**src/rtl/cpumc_cmd_engine.sv**
```systemverilog
// ---------------------------------------------------------------------------
// cpumc_cmd_engine
//
// Byte-stream command engine placed in front of the CPU memory controller.
// The debug/loader path feeds it opcode packets from the UART RX FIFO. It
// turns them into single-byte memory reads and writes. Read data and status
// bytes go back out towards the UART TX FIFO.
//
// Packets (multi-byte fields little-endian):
//   0x01 WRITE  : addr_lo, addr_hi, cnt_lo, cnt_hi, cnt data bytes
//   0x02 READ   : addr_lo, addr_hi, cnt_lo, cnt_hi  -> cnt response bytes
//   0x03 STATUS : no operands                       -> {7'b0, err}
//   other       : sets err, only the opcode byte is consumed
//
// Ports:
//   clk, rst              system clock, asynchronous active-high reset
//   in_data/valid/ready   command byte stream (valid/ready handshake)
//   out_data/valid/ready  response byte stream (valid/ready handshake)
//   mem_addr/wr/din       memory controller request bus
//   mem_dout              read data, valid the cycle after mem_addr
//   mem_invalid           controller flags the current mem_addr as invalid
//   busy                  engine is working on a packet
//   err                   sticky error, cleared when a STATUS byte is taken
//
// Parameter:
//   TIMEOUT_CYCLES        idle cycles allowed mid-packet (0 = no timeout)
// ---------------------------------------------------------------------------
module cpumc_cmd_engine #(
    parameter int TIMEOUT_CYCLES = 0
) (
    input  logic        clk,
    input  logic        rst,
    input  logic [7:0]  in_data,
    input  logic        in_valid,
    output logic        in_ready,
    output logic [7:0]  out_data,
    output logic        out_valid,
    input  logic        out_ready,
    output logic [15:0] mem_addr,
    output logic        mem_wr,
    output logic [7:0]  mem_din,
    input  logic [7:0]  mem_dout,
    input  logic        mem_invalid,
    output logic        busy,
    output logic        err
);

    typedef enum logic [2:0] {
        S_IDLE,
        S_HDR,
        S_WR_DATA,
        S_RD_ADDR,
        S_RD_DATA,
        S_RD_OUT,
        S_STAT_OUT
    } state_t;

    localparam logic [7:0] OP_WRITE  = 8'h01;
    localparam logic [7:0] OP_READ   = 8'h02;
    localparam logic [7:0] OP_STATUS = 8'h03;

    // The idle counter runs 0..TIMEOUT_CYCLES-1. The timeout fires on the
    // cycle after the last count if no byte has arrived by then.
    localparam bit              TMO_EN   = (TIMEOUT_CYCLES > 0);
    localparam int              TW       = (TIMEOUT_CYCLES > 1) ? $clog2(TIMEOUT_CYCLES) : 1;
    localparam logic [TW-1:0]   TMO_LAST = TW'((TIMEOUT_CYCLES > 0) ? TIMEOUT_CYCLES - 1 : 0);

    state_t         r_state;
    state_t         w_next_state;

    logic           r_live;
    logic           r_is_read;
    logic [1:0]     r_idx;
    logic [15:0]    r_addr;
    logic [15:0]    r_cnt;
    logic [TW-1:0]  r_tmo;

    logic [7:0]     r_out_data;
    logic           r_out_valid;
    logic [15:0]    r_mem_addr;
    logic           r_mem_wr;
    logic [7:0]     r_mem_din;
    logic           r_err;

    logic           w_accept;
    logic           w_out_accept;
    logic           w_in_window;
    logic           w_tmo_hit;
    logic           w_err_set;
    logic           w_err_clr;
    logic [15:0]    w_hdr_cnt;

    assign w_accept     = in_valid && in_ready;
    assign w_out_accept = r_out_valid && out_ready;
    assign w_in_window  = (r_state == S_HDR) || (r_state == S_WR_DATA);
    assign w_tmo_hit    = TMO_EN && w_in_window && !w_accept && (r_tmo == TMO_LAST);

    assign out_data  = r_out_data;
    assign out_valid = r_out_valid;
    assign mem_addr  = r_mem_addr;
    assign mem_wr    = r_mem_wr;
    assign mem_din   = r_mem_din;
    assign err       = r_err;
    assign busy      = (r_state != S_IDLE);

    // State register.
    always_ff @(posedge clk or posedge rst) begin
        if (rst) begin
            r_state <= S_IDLE;
        end else begin
            r_state <= w_next_state;
        end
    end

    // Next-state decode, the input handshake and the error set/clear events.
    // The count completed by the final header byte is assembled here so that
    // a zero-length transfer can go straight back to IDLE.
    always_comb begin
        w_next_state = r_state;
        in_ready     = 1'b0;
        w_err_set    = 1'b0;
        w_err_clr    = 1'b0;
        w_hdr_cnt    = {in_data, r_cnt[7:0]};

        case (r_state)
            S_IDLE: begin
                in_ready = r_live;
                if (w_accept) begin
                    if (in_data == OP_WRITE || in_data == OP_READ) begin
                        w_next_state = S_HDR;
                    end else if (in_data == OP_STATUS) begin
                        w_next_state = S_STAT_OUT;
                    end else begin
                        w_err_set = 1'b1;
                    end
                end
            end
            S_HDR: begin
                in_ready = 1'b1;
                if (w_accept) begin
                    if (r_idx == 2'd3) begin
                        if (w_hdr_cnt == 16'd0) begin
                            w_next_state = S_IDLE;
                        end else if (r_is_read) begin
                            w_next_state = S_RD_ADDR;
                        end else begin
                            w_next_state = S_WR_DATA;
                        end
                    end
                end else if (w_tmo_hit) begin
                    w_next_state = S_IDLE;
                    w_err_set    = 1'b1;
                end
            end
            S_WR_DATA: begin
                in_ready = 1'b1;
                if (w_accept) begin
                    if (r_cnt == 16'd1) begin
                        w_next_state = S_IDLE;
                    end
                end else if (w_tmo_hit) begin
                    w_next_state = S_IDLE;
                    w_err_set    = 1'b1;
                end
            end
            S_RD_ADDR: begin
                w_next_state = S_RD_DATA;
                if (mem_invalid) begin
                    w_err_set = 1'b1;
                end
            end
            S_RD_DATA: begin
                w_next_state = S_RD_OUT;
            end
            S_RD_OUT: begin
                if (w_out_accept) begin
                    w_next_state = (r_cnt == 16'd1) ? S_IDLE : S_RD_ADDR;
                end
            end
            S_STAT_OUT: begin
                if (w_out_accept) begin
                    w_next_state = S_IDLE;
                    w_err_clr    = 1'b1;
                end
            end
            default: begin
                w_next_state = S_IDLE;
            end
        endcase

        // A write is checked while its pulse is on the bus, and that can be
        // the first IDLE cycle after the final data byte.
        if (r_mem_wr && mem_invalid) begin
            w_err_set = 1'b1;
        end
    end

    // Datapath: header capture, address/count stepping, the memory request
    // bus, the response byte and the sticky error. mem_wr drops every cycle
    // unless a data byte is taken, so each byte gives one single-cycle pulse.
    // r_live holds in_ready low until the first cycle after reset.
    always_ff @(posedge clk or posedge rst) begin
        if (rst) begin
            r_live      <= 1'b0;
            r_is_read   <= 1'b0;
            r_idx       <= 2'd0;
            r_addr      <= 16'd0;
            r_cnt       <= 16'd0;
            r_tmo       <= '0;
            r_out_data  <= 8'd0;
            r_out_valid <= 1'b0;
            r_mem_addr  <= 16'd0;
            r_mem_wr    <= 1'b0;
            r_mem_din   <= 8'd0;
            r_err       <= 1'b0;
        end else begin
            r_live   <= 1'b1;
            r_mem_wr <= 1'b0;
            r_err    <= w_err_set | (r_err & ~w_err_clr);

            if (TMO_EN && w_in_window && !w_accept && !w_tmo_hit) begin
                r_tmo <= r_tmo + 1'b1;
            end else begin
                r_tmo <= '0;
            end

            case (r_state)
                S_IDLE: begin
                    if (w_accept) begin
                        r_idx     <= 2'd0;
                        r_is_read <= (in_data == OP_READ);
                        if (in_data == OP_STATUS) begin
                            r_out_data  <= {7'b0, r_err};
                            r_out_valid <= 1'b1;
                        end
                    end
                end
                S_HDR: begin
                    if (w_accept) begin
                        r_idx <= r_idx + 2'd1;
                        case (r_idx)
                            2'd0: r_addr[7:0]  <= in_data;
                            2'd1: r_addr[15:8] <= in_data;
                            2'd2: r_cnt[7:0]   <= in_data;
                            default: begin
                                r_cnt[15:8] <= in_data;
                                if (w_next_state == S_RD_ADDR) begin
                                    r_mem_addr <= r_addr;
                                end
                            end
                        endcase
                    end
                end
                S_WR_DATA: begin
                    if (w_accept) begin
                        r_mem_addr <= r_addr;
                        r_mem_din  <= in_data;
                        r_mem_wr   <= 1'b1;
                        r_addr     <= r_addr + 16'd1;
                        r_cnt      <= r_cnt - 16'd1;
                    end
                end
                S_RD_DATA: begin
                    r_out_data  <= mem_dout;
                    r_out_valid <= 1'b1;
                end
                S_RD_OUT: begin
                    if (w_out_accept) begin
                        r_out_valid <= 1'b0;
                        r_addr      <= r_addr + 16'd1;
                        r_cnt       <= r_cnt - 16'd1;
                        if (r_cnt != 16'd1) begin
                            r_mem_addr <= r_addr + 16'd1;
                        end
                    end
                end
                S_STAT_OUT: begin
                    if (w_out_accept) begin
                        r_out_valid <= 1'b0;
                    end
                end
                default: begin
                end
            endcase
        end
    end

endmodule
```
**config.mk**
```make
export PLATFORM = sky130hd
export DESIGN_NAME = cpumc_cmd_engine
export DESIGN_NICKNAME = d
export VERILOG_FILES = /design/src/rtl/cpumc_cmd_engine.sv
export SDC_FILE = /design/constraint.sdc
export NUM_CORES = 1
export LEC_CHECK = 0
export BUFFER_PORTS_ARGS = -buffer_cell sky130_fd_sc_hd__buf_2
export CAP_MARGIN = 0
export CORE_UTILIZATION = 49
export CTS_BUF_LIST = sky130_fd_sc_hd__clkbuf_8
export CTS_CLUSTER_DIAMETER = 150
export DETAILED_ROUTE_END_ITERATION = 10
export PLACE_DENSITY = 0.68
export SYNTH_ARGS = -nofsm -noshare
export SYNTH_HDL_FRONTEND = slang
export SYNTH_SLANG_ARGS = --single-unit
```
**constraint.sdc**
```tcl
create_clock -name clk -period 2.75 [get_ports clk]
set_input_delay 0.1375 -clock clk [delete_from_list [all_inputs] [get_ports clk]]
set_output_delay 0.1375 -clock clk [all_outputs]
set_load 0.1 [all_outputs]
```
* Yosys cells after proc, flatten, opt, wreduce, memory -nomap -nowiden *
Index checks and enable logic that the tools add are counted.

word-level totals
  register bits = 74
  output and inout bits = 37
  input port bits = 21
  word-level logic and storage cells = 125

cells by class
  bitwise operators = 3
  mux-type cells = 53
  equality and inequality tests = 27
  reduce and logical (&&, ||, !) cells = 25
  add/sub/neg operators = 3

operators with widths
  kind                                                                     count
  16-bit 2-to-1 mux                                                        12
  16-bit one-hot mux with 3 select lines                                   3
  8-bit 2-to-1 mux                                                         6
  3-bit 2-to-1 mux                                                         9
  3-bit one-hot mux with 7 select lines                                    1
  5-bit AND reduction                                                      4
  16-bit by 1-bit adder with 16-bit output (second input constant)         1
  16-bit by 1-bit equality test with 1-bit output (second input constant)  1
  8-bit by 2-bit equality test with 1-bit output (second input constant)   2
  16-bit zero test                                                         1
  16-bit by 1-bit != test with 1-bit output (second input constant)        1
  8-bit one-hot mux with 2 select lines                                    1
  16-bit by 1-bit subtractor with 16-bit output (second input constant)    1
  2-bit != test (second input constant)                                    7
  1-bit 2-to-1 mux                                                         13
  2-bit by 1-bit != test with 1-bit output (second input constant)         5
  3-bit by 2-bit equality test with 1-bit output (second input constant)   3
  3-bit equality test (second input constant)                              3
  3-bit nonzero test                                                       3
  8-bit by 1-bit equality test with 1-bit output (second input constant)   1
  2-bit 2-to-1 mux                                                         4
  7-bit AND reduction                                                      1
  3-bit AND reduction                                                      2
  2-bit equality test (second input constant)                              2
  other kinds (18)                                                         24

* Depth between registers and ports, before layout *
  depth in word-level cells = 11
  gate-level depth with buffers = 8
  depth with buffers taken out = 7

* Least setup slack after synthesis *
No wires, ideal clock.

  kind = register to register
  from = register r_out_valid (netlist: out_valid)
  to = register r_mem_addr[0] (netlist: mem_addr[0])
  slack = 0.291 ns
  buffers on the path = 1
  arrival = 2.333 ns
  cell stages (with the launch flop) = 7
  setup time = 0.126 ns
  cells stage by stage = dfrtp_1 -> nand3_1 -> a21oi_2 -> o22ai_2 -> a21oi_4 -> buf_6 -> mux2_4

on the way
  longest elaborated chain between the ends = 6
  elaborated cells between the ends (all ways) = 8
  those cells by class = eq/ne (3); mux (3); reduce/logical (2)

RTL lines
  element                                             RTL line  text
  start: declaration                                  79        logic r_out_valid;
  start signal: assignment                            211       r_out_valid <= 1'b0;
  start signal: assignment                            234       r_out_valid <= 1'b1;
  start signal: assignment                            265       r_out_valid <= 1'b1;
  1-bit logical AND *                                 94        assign w_out_accept = r_out_valid && out_ready;
  3-bit 2-to-1 mux (on tied branches)                 181, 176
  3-bit one-hot mux with 7 select lines               125       case (r_state)
  3-bit by 2-bit equality test with 1-bit output      247       if (w_next_state == S_RD_ADDR) begin
  2-bit by 1-bit != test with 1-bit output (no line)  n/a
  7-bit AND reduction (no line) *                     n/a
  end signal: assignment                              248       r_mem_addr <= r_addr;
  end signal: assignment                              256       r_mem_addr <= r_addr;
  end signal: assignment                              273       r_mem_addr <= r_addr + 16'd1;
  end: declaration                                    80        logic [15:0] r_mem_addr;

Every way passes the cells marked *; elsewhere a longest branch is shown, timed or not.
A chain may end at the register's enable or synchronous reset.

* Worst setup path after layout *
  from = register r_state[2]
  to = register r_mem_addr[6] (netlist: mem_addr[6])

on the way
  longest elaborated chain between the ends = 9
  elaborated cells between the ends (all ways) = 30
  those cells by class = eq/ne (13); mux (12); reduce/logical (5)

RTL lines
  element                                                                                                           RTL line       text
  start: declaration                                                                                                68             state_t r_state;
  start signal: assignment                                                                                          111            r_state <= w_next_state;
  3-bit by 1-bit equality test with 1-bit output or 3-bit by 2-bit equality test with 1-bit output (tied branches)  125, 227
  2-bit OR reduction (no line)                                                                                      n/a
  1-bit one-hot mux with 2 select lines                                                                             125
  1-bit logical AND                                                                                                 93             assign w_accept = in_valid && in_ready;
  3-bit 2-to-1 mux (on tied branches)                                                                               157, 128, 140
  3-bit one-hot mux with 7 select lines                                                                             125
  3-bit by 2-bit equality test with 1-bit output                                                                    247
  2-bit by 1-bit != test with 1-bit output (no line)                                                                n/a
  7-bit AND reduction (no line)                                                                                     n/a

Parallel ways exist; a longest one is shown, timed or not.

==> reports/metrics.cfg <==
[status]
status = complete, no violations

[setup_path]
path_cells = nand3_1 > a21oi_2 > o22ai_2 > a21oi_4 > mux2_2
cp_num_cells = 5
cp-start-kind = flop
max_stage_delay_ns = 0.71
crit_slowest_cell = dfrtp_1
reg2reg_from = r_state[2]$_DFF_PP0_
r2r_cells = 5
crit_fanout = 18
cpLargestDelayFamily = compound AO/OA/AOI/OAI gates
crit_path_end_kind = flop
critPathLaunch = r_state[2]$_DFF_PP0_
ff2ff_setup_slack_ns = 0.31
r2r_end = mem_addr[6]$_DFFE_PP0P_
worstSetupPathType = reg -> reg
crit_required_ns = 3.00
critical_path_arrival_ns = 2.69
cp_num_buf_inv = 0

[drt]
detail-route-antenna-nets = 0
drc_errors = 0
firstDrtPassIters = 4
via_per_inst = 5.93
drt-initial-drc-count = 213
routed_wl_um = 10300
via_count = 3614
wire_per_inst_um = 16.9

[sta]
hold_viol = 0
final-max-slew-violation-count = 0
setup_slack_ns = 0.314
tightest_slew_ns = 0.893
skew_ns = 0.00715
fin_tns_setup_ns = 0
fmax_mhz = 411
rsz0062_at_grt = no
setup_viol = 0
fin_crit_ns = 2.44
slew_headroom_pct = 40.5
holdWs_ns = 0.0432
fin_crit_sh_pct = 88.6

[die]
start_util_pct = 51.3
io_pins = 58
die_x_um = 95.2
design.core.area_um2 = 8300
die_h_um = 95.2
die-area_um2 = 9070
fp-row-count = 33

[layout]
syn_to_final_growth_pct = 14.6
drive_above_1_share_pct = 24.4
multi_input_area_um2 = 2240
final_common_cell = dfrtp_1
diodes = 0
nFillCells = 742
register_area_um2 = 1850
final_cells = 609
layout_common_cells = dfrtp_1, buf_2, nor2_1
finalNetCount = 528

[grt]
grt_max_degree = 29
track_usage_pct = 25.3
grt_pass1_vias = 3485
grt_pass1_wl_um = 17300
overflow = 0
antenna_found_initial = 0

[power_and_ir_drop]
vdd.ir_drop.worst_uv = 622
net-switching-power_mw = 3.62
combPwrFrac_pct = 55.8
clkPwrFrac_pct = 12.2
intPower_mw = 2.91
seqPwrFrac_pct = 32.0
p_per_area_nw_per_um2 = 1340
p_leak_nw = 2.12
switching_share_pct = 55.5

[yosys]
ys.flop_type = dfrtp_1
synth.area.top_cells = dfrtp_1, nor2_1, mux2_2
synth-seq-cells = 74
syn_area_um2 = 4260
avgSynthCellArea_um2 = 9.68
yosysWarnings = 0
syn-num-nets = 469
synth_top_area_share_pct = 43.5
synth_edf_count = 0
async_flop_share_pct = 100
syn_inst = 440
yosysSeqAreaShare_pct = 43.5
synth_area_leader_cell = dfrtp_1
ys_types = 64

[clock_tree]
clkSlewWorstSetupHoldPaths_ns = 0.08
cts_tree = built
insertion_delay_ns = 0.36
cts_buffers = 9
clock-root-buffer = clkbuf_8
clock-sinks = 74
cts.htree.levels = 3
cts_buffer_depth = 2

[place]
dp_hpwl_um = 7200
dp_cells = 585
port_buffers = 57
post-place-ws_ns = 0.341
routabilityCongestion = 0.889

[worst_hold_path]
hold_path_end = err$_DFF_PP0_
hp-class = in -> reg
hold_depth = 3
worstHoldStart = mem_invalid

[flow_run]
cap_violations = 0

-- power by group through the flow --
stage	sequential, mW	combinational [mW]	clock [mW]
2_1_floorplan	3.39	1.69	0
3_3_place_gp	2.08	3.58	0
3_5_place_dp	2.10	3.63	0
4_1_cts	2.08	3.64	0.810
5_1_grt	2.17	3.88	0.857
6_report	2.09	3.64	0.794
-- repair_timing --
item	4_1_cts	5_1_grt
gates resized for setup	0	0
setup buffers	0	0
endpoints found under the hold margin	32	0
hold buffers	8	0
-- synthesized netlist by cell type, types with 11 or more instances --
cell and count:
a31oi_1 18, nor2_1 44, a22o_1 11, inv_1 12
mux2_2 14, a21oi_1 26, buf_2 16, o21ai_0 21
nand2_1 40, xnor2_1 12, nand3_1 14, o22a_1 15
dfrtp_1 74
-- worst register-to-register path: stages, from the launching register on --
cell     delay, ns
dfrtp_1       0.71
nand3_1       0.29
a21oi_2       0.27
o22ai_2       0.12
a21oi_4       0.53
mux2_2        0.41
-- state kept, by name, indices dropped and copies added (netlist names) --
| register | count |
|---|---|
| mem_din | 8 |
| out_valid | 1 |
| r_addr | 16 |
| r_is_read | 1 |
| err | 1 |
| r_live | 1 |
| out_data | 8 |
| r_cnt | 16 |
| mem_addr | 16 |
| r_state | 3 |
| mem_wr | 1 |
| r_idx | 2 |
-- routing by layer --
| layer | wire, um | up-vias | GRT usage [%] |
|---|---|---|---|
| met5 | 0 | - | 0 |
| met4 | 196 | 0 | 9.22 |
| met3 | 476 | 17 | 4.39 |
| met2 | 4760 | 109 | 40.0 |
| met1 | 4890 | 1754 | 34.6 |
| li1 | - | 1734 | - |
-- final cells by class --
class	instances	share of cell area, %
Multi-Input combinational cell	330	45.9
Sequential cell	74	37.9
Clock inverter	6	0.872
Clock buffer	10	2.82
Inverter	12	0.923
Timing Repair Buffer	72	8.82
Tap cell	105	2.69
-- worst max path at each step --
stage / slack [ns] / end
2_1_floorplan: 0.29 / mem_addr[0]$_DFFE_PP0P_
3_3_place_gp: 0.42 / mem_addr[9]$_DFFE_PP0P_
3_5_place_dp: 0.34 / mem_addr[6]$_DFFE_PP0P_
4_1_cts: 0.32 / mem_addr[6]$_DFFE_PP0P_
5_1_grt: 0.13 / mem_addr[7]$_DFFE_PP0P_
6_report: 0.31 / mem_addr[6]$_DFFE_PP0P_
-- cell families after synthesis --
family / synth area share, %
AND/OR/NAND/NOR: 18.8
AO/OA/AOI/OAI: 20.9
flip-flops: 43.5
buffers and inverters: 3.91
multiplexers: 7.23
XOR/XNOR: 3.29
adder cells (fa/ha/maj): 2.35
other: 0.0881
-- per-stage QoR --
step	cell area, um^2	power [mW]	util, %
floorplan	4260	5.08	-
global placement	4620	5.65	55.7
detailed placement	4620	5.72	55.7
CTS	4880	6.53	58.8
global route	4880	6.92	58.8
finish	4880	6.53	58.8
Note: power is estimated with default switching activity, not from simulation.
